File: src/rtl/io_handshake_responder.sv
// -----------------------------------------------------------------------------
// io_handshake_responder
//
// Peripheral-side responder for the core's INPUT, OUTPUT and PAUSE
// instructions. It conditions the board push-button (two-flop synchronizer,
// debouncer, press/release edge detection). It releases the stalled core with
// a single-cycle confirmation (INPUT/OUTPUT) or continue_button (PAUSE) pulse,
// one per physical press.
//
// Ports:
//   clock           in   system clock
//   reset           in   synchronous, active-high reset
//   is_input        in   core requests INPUT (with is_output: PAUSE)
//   is_output       in   core requests OUTPUT (with is_input: PAUSE)
//   raw_button      in   asynchronous, bouncy, active-high push-button
//   switches        in   board switches, captured on an INPUT press
//   core_data       in   value shown on the display for OUTPUT
//   confirmation    out  one-cycle acknowledge for INPUT/OUTPUT
//   continue_button out  one-cycle acknowledge for PAUSE
//   input_data      out  switches captured at the press, zero-extended
//   display_value   out  last OUTPUT value
//   waiting         out  high while a request waits for a press (LED)
// -----------------------------------------------------------------------------
module io_handshake_responder #(
  parameter int DEBOUNCE_CYCLES = 50000,
  parameter int SWITCH_WIDTH    = 16
) (
  input  logic                    clock,
  input  logic                    reset,
  input  logic                    is_input,
  input  logic                    is_output,
  input  logic                    raw_button,
  input  logic [SWITCH_WIDTH-1:0] switches,
  input  logic [31:0]             core_data,
  output logic                    confirmation,
  output logic                    continue_button,
  output logic [31:0]             input_data,
  output logic [31:0]             display_value,
  output logic                    waiting
);

  localparam int                CNT_W    = $clog2(DEBOUNCE_CYCLES) + 1;
  localparam logic [CNT_W-1:0] CNT_LAST = CNT_W'(DEBOUNCE_CYCLES - 1);

  // Request classes, encoded directly as {is_output, is_input}.
  localparam logic [1:0] REQ_NONE   = 2'b00;
  localparam logic [1:0] REQ_INPUT  = 2'b01;
  localparam logic [1:0] REQ_OUTPUT = 2'b10;
  localparam logic [1:0] REQ_PAUSE  = 2'b11;

  localparam logic [2:0] S_IDLE               = 3'd0;
  localparam logic [2:0] S_WAIT_RELEASE_FIRST = 3'd1;
  localparam logic [2:0] S_WAIT_PRESS         = 3'd2;
  localparam logic [2:0] S_ACK                = 3'd3;
  localparam logic [2:0] S_HOLD               = 3'd4;

  logic             sync_ff1;
  logic             sync_btn;
  logic             debounced;
  logic             debounced_d;
  logic [CNT_W-1:0] db_count;
  logic             press_event;
  logic             release_event;

  logic [2:0]       state;
  logic [2:0]       state_next;
  logic [1:0]       req_class;
  logic [1:0]       req_type;

  // ---------------------------------------------------------------------------
  // Button conditioning
  // ---------------------------------------------------------------------------
  // NOTE: sequential state is always assigned with non-blocking (<=) so every
  // flop samples the pre-edge value of the others; blocking here would collapse
  // the two synchronizer stages into one.
  always_ff @(posedge clock) begin
    if (reset) begin
      sync_ff1    <= 1'b0;
      sync_btn    <= 1'b0;
      debounced   <= 1'b0;
      debounced_d <= 1'b0;
      db_count    <= '0;
    end else begin
      sync_ff1    <= raw_button;
      sync_btn    <= sync_ff1;
      debounced_d <= debounced;
      if (sync_btn == debounced) begin
        // Any return to the accepted level restarts the stability window.
        db_count <= '0;
      end else if (db_count == CNT_LAST) begin
        debounced <= sync_btn;
        db_count  <= '0;
      end else begin
        db_count <= db_count + CNT_W'(1);
      end
    end
  end

  assign press_event   =  debounced & ~debounced_d;
  assign release_event = ~debounced &  debounced_d;

  assign req_class = {is_output, is_input};

  // ---------------------------------------------------------------------------
  // Handshake FSM
  // ---------------------------------------------------------------------------
  // NOTE: every always_comb output gets a default assignment first, so no path
  // leaves it unassigned and no latch is inferred.
  always_comb begin
    state_next = state;
    case (state)
      S_IDLE: begin
        // A button still held from an earlier acknowledge must be released
        // before a press can count for this new request.
        if (req_class != REQ_NONE)
          state_next = debounced ? S_WAIT_RELEASE_FIRST : S_WAIT_PRESS;
      end
      S_WAIT_RELEASE_FIRST: begin
        if (req_class != req_type)
          state_next = S_IDLE;
        else if (release_event)
          state_next = S_WAIT_PRESS;
      end
      S_WAIT_PRESS: begin
        // A dropped or re-typed request abandons this wait without a pulse.
        if (req_class != req_type)
          state_next = S_IDLE;
        else if (press_event)
          state_next = S_ACK;
      end
      S_ACK: begin
        state_next = S_HOLD;
      end
      S_HOLD: begin
        // Strobes are ignored until the button is back up, so one press can
        // never produce a second acknowledge. Testing the level rather than
        // the edge also covers a release that lands during S_ACK.
        if (!debounced)
          state_next = S_IDLE;
      end
      default: begin
        state_next = S_IDLE;
      end
    endcase
  end

  always_ff @(posedge clock) begin
    if (reset) begin
      state         <= S_IDLE;
      req_type      <= REQ_NONE;
      input_data    <= '0;
      display_value <= '0;
    end else begin
      state <= state_next;

      // The request type is frozen when the wait begins; the display is
      // updated at that moment so the user sees the value before pressing.
      if (state == S_IDLE && req_class != REQ_NONE) begin
        req_type <= req_class;
        if (req_class == REQ_OUTPUT)
          display_value <= core_data;
      end

      if (state == S_WAIT_PRESS && req_class == req_type && press_event &&
          req_type == REQ_INPUT)
        input_data <= 32'(switches);
    end
  end

  assign confirmation    = (state == S_ACK) &&
                           (req_type == REQ_INPUT || req_type == REQ_OUTPUT);
  assign continue_button = (state == S_ACK) && (req_type == REQ_PAUSE);
  assign waiting         = (state == S_WAIT_PRESS) ||
                           (state == S_WAIT_RELEASE_FIRST);

endmodule

File: config.mk
export PLATFORM = sky130hd
export DESIGN_NAME = io_handshake_responder
export DESIGN_NICKNAME = d
export VERILOG_FILES = /design/src/rtl/io_handshake_responder.sv
export SDC_FILE = /design/constraint.sdc
export NUM_CORES = 1
export LEC_CHECK = 0
export BUFFER_PORTS_ARGS = -buffer_cell sky130_fd_sc_hd__clkbuf_2
export CORE_ASPECT_RATIO = 1.4
export CORE_UTILIZATION = 23
export DETAILED_ROUTE_END_ITERATION = 16
export GPL_TIMING_DRIVEN = 0
export PLACE_DENSITY = 0.44
export SYNTH_ARGS = -nofsm -noshare
export SYNTH_HDL_FRONTEND = slang
export SYNTH_SLANG_ARGS = --single-unit
File: constraint.sdc
create_clock -name clock -period 2.4 [get_ports clock]
set_input_delay 0.48 -clock clock [delete_from_list [all_inputs] [get_ports clock]]
set_output_delay 0.48 -clock clock [all_outputs]
set_load 0.03 [all_outputs]
Yosys cells after proc, flatten, opt, wreduce, memory -nomap -nowiden
Cells that the tools add are included.
W data, S select, Z words.

storage, ports and cells
  word-level logic and storage cells = 53
  output and inout port bits = 67
  flip-flop bits (word level) = 74

operators by class
  bitwise logic cells = 5
  reductions and logical operators = 14
  equality and inequality tests = 16
  add/subtract/negate cells = 1
  multiplexer cells = 8

operators with widths
  operator                 number
  $mux W3                  6
  $add A17 B1 Y17 const B  1
  $eq A17 B16 Y1 const B   1
  $pmux W3 S5              1
  $eq A2 B2 Y1 const B     3
  $eq A3 B2 Y1 const B     2
  $logic_and A1 B1 Y1      6
  $ne A3 B3 Y1 const B     2
  $ne A2 B2 Y1 const B     2
  $reduce_and A2 Y1        2
  $reduce_and A4 Y1        1
  $eq A3 B1 Y1 const B     1
  $eq A3 B3 Y1 const B     1
  $logic_not A3 Y1         1
  $not A1 Y1               3
  $reduce_or A3 Y1         1
  $and A1 B1 Y1            2
  $eq A2 B1 Y1 const B     1
  $eq A2 B2 Y1             1
  $logic_or A1 B1 Y1       2
  $mux W2                  1
  $ne A2 B2 Y1             1
  $reduce_bool A2 Y1       1
  $eq A1 B1 Y1             1

Depth between registers and ports, before layout
Gate-level depths: netlist of run 1.

  word-level depth = 5
  mapped depth = 8
  gate-level depth less buffers = 6

Least setup slack after synthesis of run 1
Ideal clock, no wire load.

  path type = register -> register
  from = register db_count[0]
  to = register debounced
  required time = 2279 ps
  arrival = 1607 ps
  setup time = 121 ps
  setup slack = 672 ps
  clock period less this slack = 1728 ps
  stages on the path, launching flop included = 6
  cells stage by stage = dfxtp_1 ha_1 nand3_1 or3_4 nor2_1 mux2_2

on the way
  cells in the longest elaborated chain, start to end = 2

ends and longest elaborated chain
  what                         RTL line  RTL
  start, declared              61        logic [CNT_W-1:0] db_count;
  start signal, assigned       94        db_count <= db_count + CNT_W'(1);
  $eq A17 B16 Y1               90        end else if (db_count == CNT_LAST) begin
  $reduce_and A2 Y1 (no line)  n/a
  end signal, assigned         91        debounced <= sync_btn;
  end, declared                59        logic debounced;

Every way passes these cells.
A chain may end at the register's enable or synchronous reset.

Worst setup path in the final report of run 1
  from = register req_type[0]
  to = register input_data[13]

on the way
  cells in the longest elaborated chain, start to end = 4

ends and longest elaborated chain
  what                               RTL line  RTL
  start, declared                    68        logic [1:0] req_type;
  start signal, assigned             159       req_type <= req_class;
  $eq A2 B2 Y1                       164       if (state == S_WAIT_PRESS && req_class == req_type && press_event &&
  $logic_and A1 B1 Y1 (2 in series)  164
  $logic_and A1 B1 Y1 (*)            164
  end signal, assigned               166       input_data <= 32'(switches);
  end, declared                      37        output logic [31:0] input_data,

Mark *: on every way between the ends. The rest lies on a longest branch, timed or not.

==> metrics.cfg, run 1 <==
[critical_path]
crit_chain=ha_1 > nand4b_1 > nor4b_1 > buf_2 > buf_4 > mux2i_1 > nor2_1
cp.arrival_ns=2.19
critPathMaxFanout=10
critPathKind=flip-flop to flip-flop
required_ns=2.60
cp-start-kind=flip-flop
cp-end-kind=flip-flop
cpPeakStageDelay_ns=0.39
cp_slowest_cell=dfxtp_1

[cells_and_area]
layout_commonest_cell=clkbuf_2
regArea_sq_um=1481
multi_input_area_sq_um=1398
num-nets-final=536
diodes=0
drive_gt1_frac=0.3320
final_area_sq_um=4202
area_growth_pct=36.12
layout_common_cells=clkbuf_2, dfxtp_1, nand2_1
n_fill_cell=1444

[timing]
fin_skew_ns=0.004297
finalCritPeriodShare=0.8302
relSlewSlack=0.6281
hold_viol_final=0
slew_viol_final=0
finalCriticalPeriod_ns=1.992
grt_setup_unrepaired=false
tightest_slew_ns=0.5579
finalSetupTns_ns=0
fmax_mhz=501.9
final-setup-viol-count=0

[logic_synthesis]
synth_area_sq_um=3087
yosysWarningCount=0
synth_edf_count=0
synth-main-ff-cell=dfxtp_1
postSynth.asyncResetShare=0
ys_seq_area_frac=0.4799
ys_seq_elements=74
ys_types=38
synth_cells=351
synth_area_per_cell_sq_um=8.794

[floorplan]
num_io_pins=120
die_y_um=139.1
core_area_sq_um=13000
die-area_sq_um=13890
rows=49
initial_utilization=0.2375
fp.dieW_um=99.91

[pwr]
power_density_nw_per_um2=716.3
peakVddDrop_v=0.0002447
leakage_uw=0.001729
p_total_uw=3010

[global_routing]
grt_first_pass_wirelength_um=11800
grt_pass1_vias=2492
grt_overflow=0
grt_use_met3=0.02873
grt.busiest_layer=met2
antenna_found_initial=0
grt_max_degree=13
grtUsageMet1=0.1245
grt_use_met2=0.1840
grt_util_all_layers=0.1088

[clock_network]
cts_sinks=74
cts_buffers=9
cts_tree=yes
post-cts-setup-buffers=0
cts_resized=0
clkTransAtPathRegs_ns=0.06
root_buffer=clkbuf_16
clkLatencyLatePin_ns=0.33
ctsLongestPathBuffers=2
htreeDepth=3
postCtsHoldBufs=0

[flow_run]
maxCapViolCount=0

[drt]
dr.pass1.iters=4
routedWlPerCell_um=10.96
totalWireLength_um=7266
drc=0
vias=2645
viasPerCell=3.989
drt-initial-drc-count=83
antenna_left=0

[worst_hold_path]
hold_path.class=primary input to flip-flop

[placement]
place_congestion=0.7202
dp_hpwl_um=5542
port_buffers=103
dpl_cell_area_sq_um=3881

[outcome]
status=finished, final reports clean

## report_power, final
part / leakage (uW) / switching, uW / internal (uW)
logic: 0.000973 / 189 / 109
clock network: 0.000156 / 500 / 934
registers: 0.000600 / 17.3 / 1260
total: 0.00173 / 706 / 2300
## worst paths after layout
kind,startpoint,end,slack (ns),cells past startpoint
hold reg to reg,sync_ff1,sync_btn,0.44,1
setup reg to reg,req_type[0],input_data[13],0.41,7
setup / recovery,req_type[0],input_data[13],0.41,7
hold / removal,raw_button,sync_ff1,0.36,2
## area by class of cell
class	count	share of cell area
well taps	178	0.05301
clock buffers	11	0.05777
multi-input cells	253	0.3326
clock inverters	5	0.01846
plain buffers	34	0.05837
repair buffers	103	0.1227
inverters	5	0.004467
flip-flops and latches	74	0.3526
## cell usage after synthesis (2+ instances only)
library cell | number | area share
dfxtp_1 | 74 | 0.48
nand2_1 | 71 | 0.086
a21oi_1 | 36 | 0.058
nor2_1 | 33 | 0.040
buf_4 | 17 | 0.041
mux2i_1 | 16 | 0.052
xnor2_1 | 16 | 0.045
nor2_2 | 11 | 0.022
nand3_1 | 7 | 0.011
nor4_1 | 7 | 0.014
buf_2 | 6 | 0.0097
clkbuf_1 | 6 | 0.0073
nor2b_1 | 6 | 0.012
inv_1 | 5 | 0.0061
nand4_1 | 5 | 0.010
buf_6 | 4 | 0.015
nor3_1 | 4 | 0.0065
ha_1 | 3 | 0.012
xor2_1 | 3 | 0.0085
nand3b_1 | 2 | 0.0049
or4_1 | 2 | 0.0049
## layer usage
| layer | routed length, um | part of all wire |
|---|---|---|
| met5 | 0 | 0 |
| met4 | 130 | 0.018 |
| met3 | 393 | 0.054 |
| met2 | 3602 | 0.50 |
| met1 | 3140 | 0.43 |
## cell families (layout without fill, tap and decap cells)
group	Yosys count	after routing	share of synthesized area
and+or+nand+nor	156	156	0.2351
DFF	74	74	0.4799
xor gates and xnor gates	19	19	0.05391
other	1	16	0.001215
adders and majority gates	3	3	0.01216
buffers and inverters	39	158	0.08553
muxes	17	17	0.05553
AOI/OAI and AO/OA	42	42	0.07662
## critical path: cells and delay by family, from the launching register on
kind / cells / cell delay [ns]
buffers and inverters: 2 / 0.57
AND/OR/NAND/NOR: 3 / 0.51
flip-flops: 1 / 0.39
multiplexers: 1 / 0.21
adder cells (fa/ha/maj): 1 / 0.18
## per-stage QoR
stage	std cells	hold WS [ns]	setup slack, ns	utilization
CTS	663	0.3528	0.2983	0.3233
floorplan	366	0.4138	0.6723	-
finish	663	0.3596	0.4076	0.3233
global placement	647	0.4308	0.1364	0.2986
global route	663	0.3648	0.1908	0.3233
detailed placement	647	0.4294	0.1207	0.2986
## registers in the layout, indices dropped and copies added, names as in the netlist
name           cells
display_value     32
db_count          17
input_data        16
state              3
req_type           2
debounced          1
debounced_d        1
sync_btn           1
sync_ff1           1
(Power assumes the default switching activity.)
==> run 2, diff against run 1 <==
==> constraint.sdc (replaced) <==
create_clock -name clock -period 1.9 [get_ports clock]
set_input_delay 0.38 -clock clock [delete_from_list [all_inputs] [get_ports clock]]
set_output_delay 0.38 -clock clock [all_outputs]
set_load 0.03 [all_outputs]
==> metrics.cfg, run 2 (synthesized netlist as in run 1, its figures left out) <==
[cells_and_area]
reg_top3=display_value x32, db_count x17, input_data x16
num-nets-final=538
area_growth_pct=37.66
n_fill_cell=1443
largest_register_ffs=32
post-route-util=0.3269
final_cells=665
drive_gt1_frac=0.3388
diodes=0
top_register=display_value
layout_common_cells=clkbuf_2, dfxtp_1, nand2_1
layout_commonest_cell=clkbuf_2

[drt]
routedWlPerCell_um=11.02
met2_length_um=3632
drt-initial-drc-count=69
highest-signal-layer=met4
viasPerCell=4.002
wl_met3_um=408
totalWireLength_um=7331
drc=0
antenna_left=0
wl_met1_um=3161
dr.pass1.iters=4
vias=2661

[floorplan]
initial_utilization=0.2375
die_y_um=139.1
die-area_sq_um=13890
fp.dieW_um=99.91
num_io_pins=120
core_area_sq_um=13000
rows=49

[pwr]
leakage_uw=0.001743
peakVddDrop_v=0.0003096
p_total_uw=3807
power_density_nw_per_um2=896.0

[global_routing]
grt_util_all_layers=0.1093
grt_max_degree=13
grt_first_pass_wirelength_um=11850
antenna_found_initial=0
grt_pass1_vias=2495
grt_overflow=0

[clock_network]
cts_buffers=9
htreeDepth=3
cts_tree=yes
clkTransAtPathRegs_ns=0.06
root_buffer=clkbuf_16
cts_sinks=74
ctsLongestPathBuffers=2
clkLatencyLatePin_ns=0.33

[timing]
fin_skew_ns=0.004274
slew_viol_final=0
relSlewSlack=0.6195
tightest_slew_ns=0.5707
finalCriticalPeriod_ns=1.822
finalCritPeriodShare=0.9588
fmax_mhz=549.0
finalSetupTns_ns=0
hold_viol_final=0
final-setup-viol-count=0

[critical_path]
required_ns=2.10
rrSetupSlack_ns=0.08
cp-end-kind=flip-flop
critPathMaxFanout=10
cp-start-kind=flip-flop
critPathKind=flip-flop to flip-flop
cp.arrival_ns=2.02

[placement]
place_congestion=0.7202
dp_hpwl_um=5542
dp.cells=647
port_buffers=103

[flow_run]
maxCapViolCount=0

[outcome]
status=finished, final reports clean

[worst_hold_path]
hold_path.class=primary input to flip-flop

-- run 2: cell types whose count changed in the layout (fill, tap and decap cells not counted) --
cell      before  now
nor4b_1        1    0
nand3_1        7    6
nand3_4        0    1
buf_2          6    5
buf_4         17   19
nor2_2        11   10
clkbuf_4       0    1
buf_6          4    5
nor4b_2        0    1
clkbuf_2     103  102
nor2_4         0    1
-- run 2: layout make-up --
type,count,area (sq um),share of cell area
tap,178,222.7,0.05241
clock inverter,5,77.57,0.01826
clock buffer,11,242.7,0.05713
inverter,5,18.77,0.004417
multi-input combinational,253,1421,0.3345
timing repair buffer,105,530.5,0.1249
sequential,74,1481,0.3486
buffer,34,254.0,0.05978
-- run 2: metrics by stage --
step / hold slack [ns] / setup slack (ns) / instance area [sq um]
after detailed placement: 0.4294 / -0.2793 / 3881
after CTS: 0.2528 / 0.03858 / 4223
final: 0.2596 / 0.07836 / 4249
after global placement: 0.4308 / -0.2636 / 3881
after global routing: 0.2648 / -0.007551 / 4249
after floorplan: 0.4138 / 0.1723 / 3143
-- run 2: routing by layer --
metal	vias up	GRT usage
li1	1393	-
met1	1176	0.1251
met2	82	0.1848
met3	10	0.02873
met4	0	0.05573
met5	-	0
-- run 2: path summary, 6_finish.rpt --
check                                 from           endpoint  depth (start not counted)
worst max register to register    state[0]  display_value[11]                          7
worst max-delay path              state[0]  display_value[11]                          7
worst min-delay path            raw_button           sync_ff1                          2
worst min register to register    sync_ff1           sync_btn                          1
-- run 2: what timing repair did --
action,4_1_cts,5_1_grt
hold buffers,0,0
setup endpoints to repair,21,32
gates resized for setup,3,5
pin swaps,0,2
buffers inserted,1,1
-- run 2: worst max-delay path, stage by stage (launching register included) --
cell and delay (ns):
dfxtp_1 0.30, buf_6 0.13, or4b_4 0.57, or2_1 0.23
buf_2 0.17, buf_6 0.15, nand2_1 0.07, a21oi_1 0.07
-- run 2: where the power goes --
part	internal [uW]	leakage, uW	switching, uW	total (uW)
clock	1180	0.000156	632	1810
combinational	140	0.000987	241	381
sequential	1590	0.000600	21.8	1610
total	2910	0.00174	895	3810
==> run 3, diff against run 2 <==
==> constraint.sdc (replaced) <==
create_clock -name clock -period 2.1 [get_ports clock]
set_input_delay 0.42 -clock clock [delete_from_list [all_inputs] [get_ports clock]]
set_output_delay 0.42 -clock clock [all_outputs]
set_load 0.03 [all_outputs]
==> metrics.cfg, run 3 (synthesized netlist as in run 1, its figures left out) <==
[critical_path]
reg2regPathDepth=6
cpPeakStageDelay_ns=0.49
required_ns=2.32
cp_slowest_cell=or3_4
cp.arrival_ns=2.16
crit_chain=ha_1 > nand3_1 > or3_4 > o21ai_4 > buf_12 > nor2_2
rrSetupSlack_ns=0.16
cp-start-kind=flip-flop
path_delay_family=simple AND/OR/NAND/NOR gates
critPathMaxFanout=10
critPathBufInv=1
reg2reg_from=db_count[0]
cp-end-kind=flip-flop
r2r_end=db_count[16]
critPathKind=flip-flop to flip-flop
cp_num_cells=6

[drt]
viasPerCell=3.991
antenna_left=0
drt-initial-drc-count=88
drc=0
vias=2646
routedWlPerCell_um=10.97
totalWireLength_um=7272
dr.pass1.iters=4

[cells_and_area]
final_cells=663
largest_register_ffs=32
diodes=0
layout_common_cells=clkbuf_2, dfxtp_1, nand2_1
area_growth_pct=36.40
num-nets-final=536
layout_commonest_cell=clkbuf_2
top_register=display_value
drive_gt1_frac=0.3340
reg_top3=display_value x32, db_count x17, input_data x16

[floorplan]
fp.dieW_um=99.91
die-area_sq_um=13890
die_y_um=139.1
initial_utilization=0.2375
num_io_pins=120
rows=49
core_area_sq_um=13000

[placement]
dp_slack_ns=-0.1193
port_buffers=103
dp_hpwl_um=5542
dp.cells=647
place_congestion=0.7202

[timing]
fmax_mhz=516.6
tightest_slew_ns=0.5536
hold_viol_final=0
slew_viol_final=0
fin_skew_ns=0.005228
finalCritPeriodShare=0.9218
fin_ws_ns=0.1642
finalCriticalPeriod_ns=1.936
grt_setup_unrepaired=false
relSlewSlack=0.6310
final-setup-viol-count=0

[pwr]
leakage_uw=0.001731
power_density_nw_per_um2=817.5
peakVddDrop_v=0.0002796

[clock_network]
clkTransAtPathRegs_ns=0.05
root_buffer=clkbuf_16
htreeDepth=3
clkLatencyLatePin_ns=0.33
cts_sinks=74
ctsLongestPathBuffers=2
cts_buffers=9
cts_tree=yes
postCtsHoldBufs=0

[global_routing]
grt_first_pass_wirelength_um=11790
grt_use_met3=0.02873
grtUsageMet1=0.1241
grt_pass1_vias=2492
grt.busiest_layer=met2
grt_overflow=0
grt_use_met2=0.1840
antenna_found_initial=0
grt_util_all_layers=0.1087
grt_max_degree=13

[outcome]
status=finished, final reports clean

[worst_hold_path]
holdPathStages=2
hold_end=sync_ff1
hold_path.class=primary input to flip-flop
min_from=raw_button

[flow_run]
maxCapViolCount=0

## run 3: cell types whose count changed in the layout (fill, tap and decap cells not counted)
cell and change:
nand3_1 +1, nor2_2 +1, clkbuf_4 -1, buf_6 -1
nor2_4 -1, clkbuf_2 +1, buf_4 -1, nand3_4 -1
## run 3: report_power, final
| part | switching [uW] | internal (uW) | leakage, uW |
|---|---|---|---|
| sequential | 19.7 | 1440 | 0.000600 |
| combinational | 217 | 125 | 0.000975 |
| clock | 573 | 1070 | 0.000156 |
## run 3: final cells by class
class | instances | area, sq um
Fill cell | 1446 | 8787
Multi-Input combinational cell | 253 | 1404
Tap cell | 178 | 222.7
Buffer | 34 | 247.7
Sequential cell | 74 | 1481
Timing Repair Buffer | 103 | 515.5
Clock inverter | 5 | 77.57
Clock buffer | 11 | 242.7
Inverter | 5 | 18.77
## run 3: per-layer routing
layer  wire length [um]  share of wire
met2               3609           0.50
met3                390          0.054
met5                  0              0
met4                130          0.018
met1               3141           0.43
## run 3: how the worst max path moves through the flow
stage / startpoint / endpoint / slack, ns
2_1_floorplan: db_count[0] / debounced / 0.37
3_3_place_gp: is_input / input_data[13] / -0.10
3_5_place_dp: is_input / input_data[13] / -0.12
4_1_cts: req_type[0] / input_data[13] / 0.06
5_1_grt: db_count[0] / db_count[4] / 0.04
6_report: db_count[0] / db_count[16] / 0.16
## run 3: stage by stage
stage               power [uW]    util  TNS [ns]  hold WS [ns]  instance area [sq um]
CTS                       3499  0.3235         0        0.2928                   4204
detailed placement        1836  0.2986   -0.9604        0.4294                   3881
global route              3595  0.3239         0        0.3048                   4210
floorplan                 1719       -         0        0.4138                   3143
finish                    3442  0.3239         0        0.2997                   4210
global placement          1834  0.2986   -0.9583        0.4308                   3881
## run 3: repair_timing
item	in CTS	in global routing
hold endpoints to repair	0	0
gates cloned	0	0
buffers inserted	0	0
setup endpoints to repair	1	9
gates resized for setup	1	1
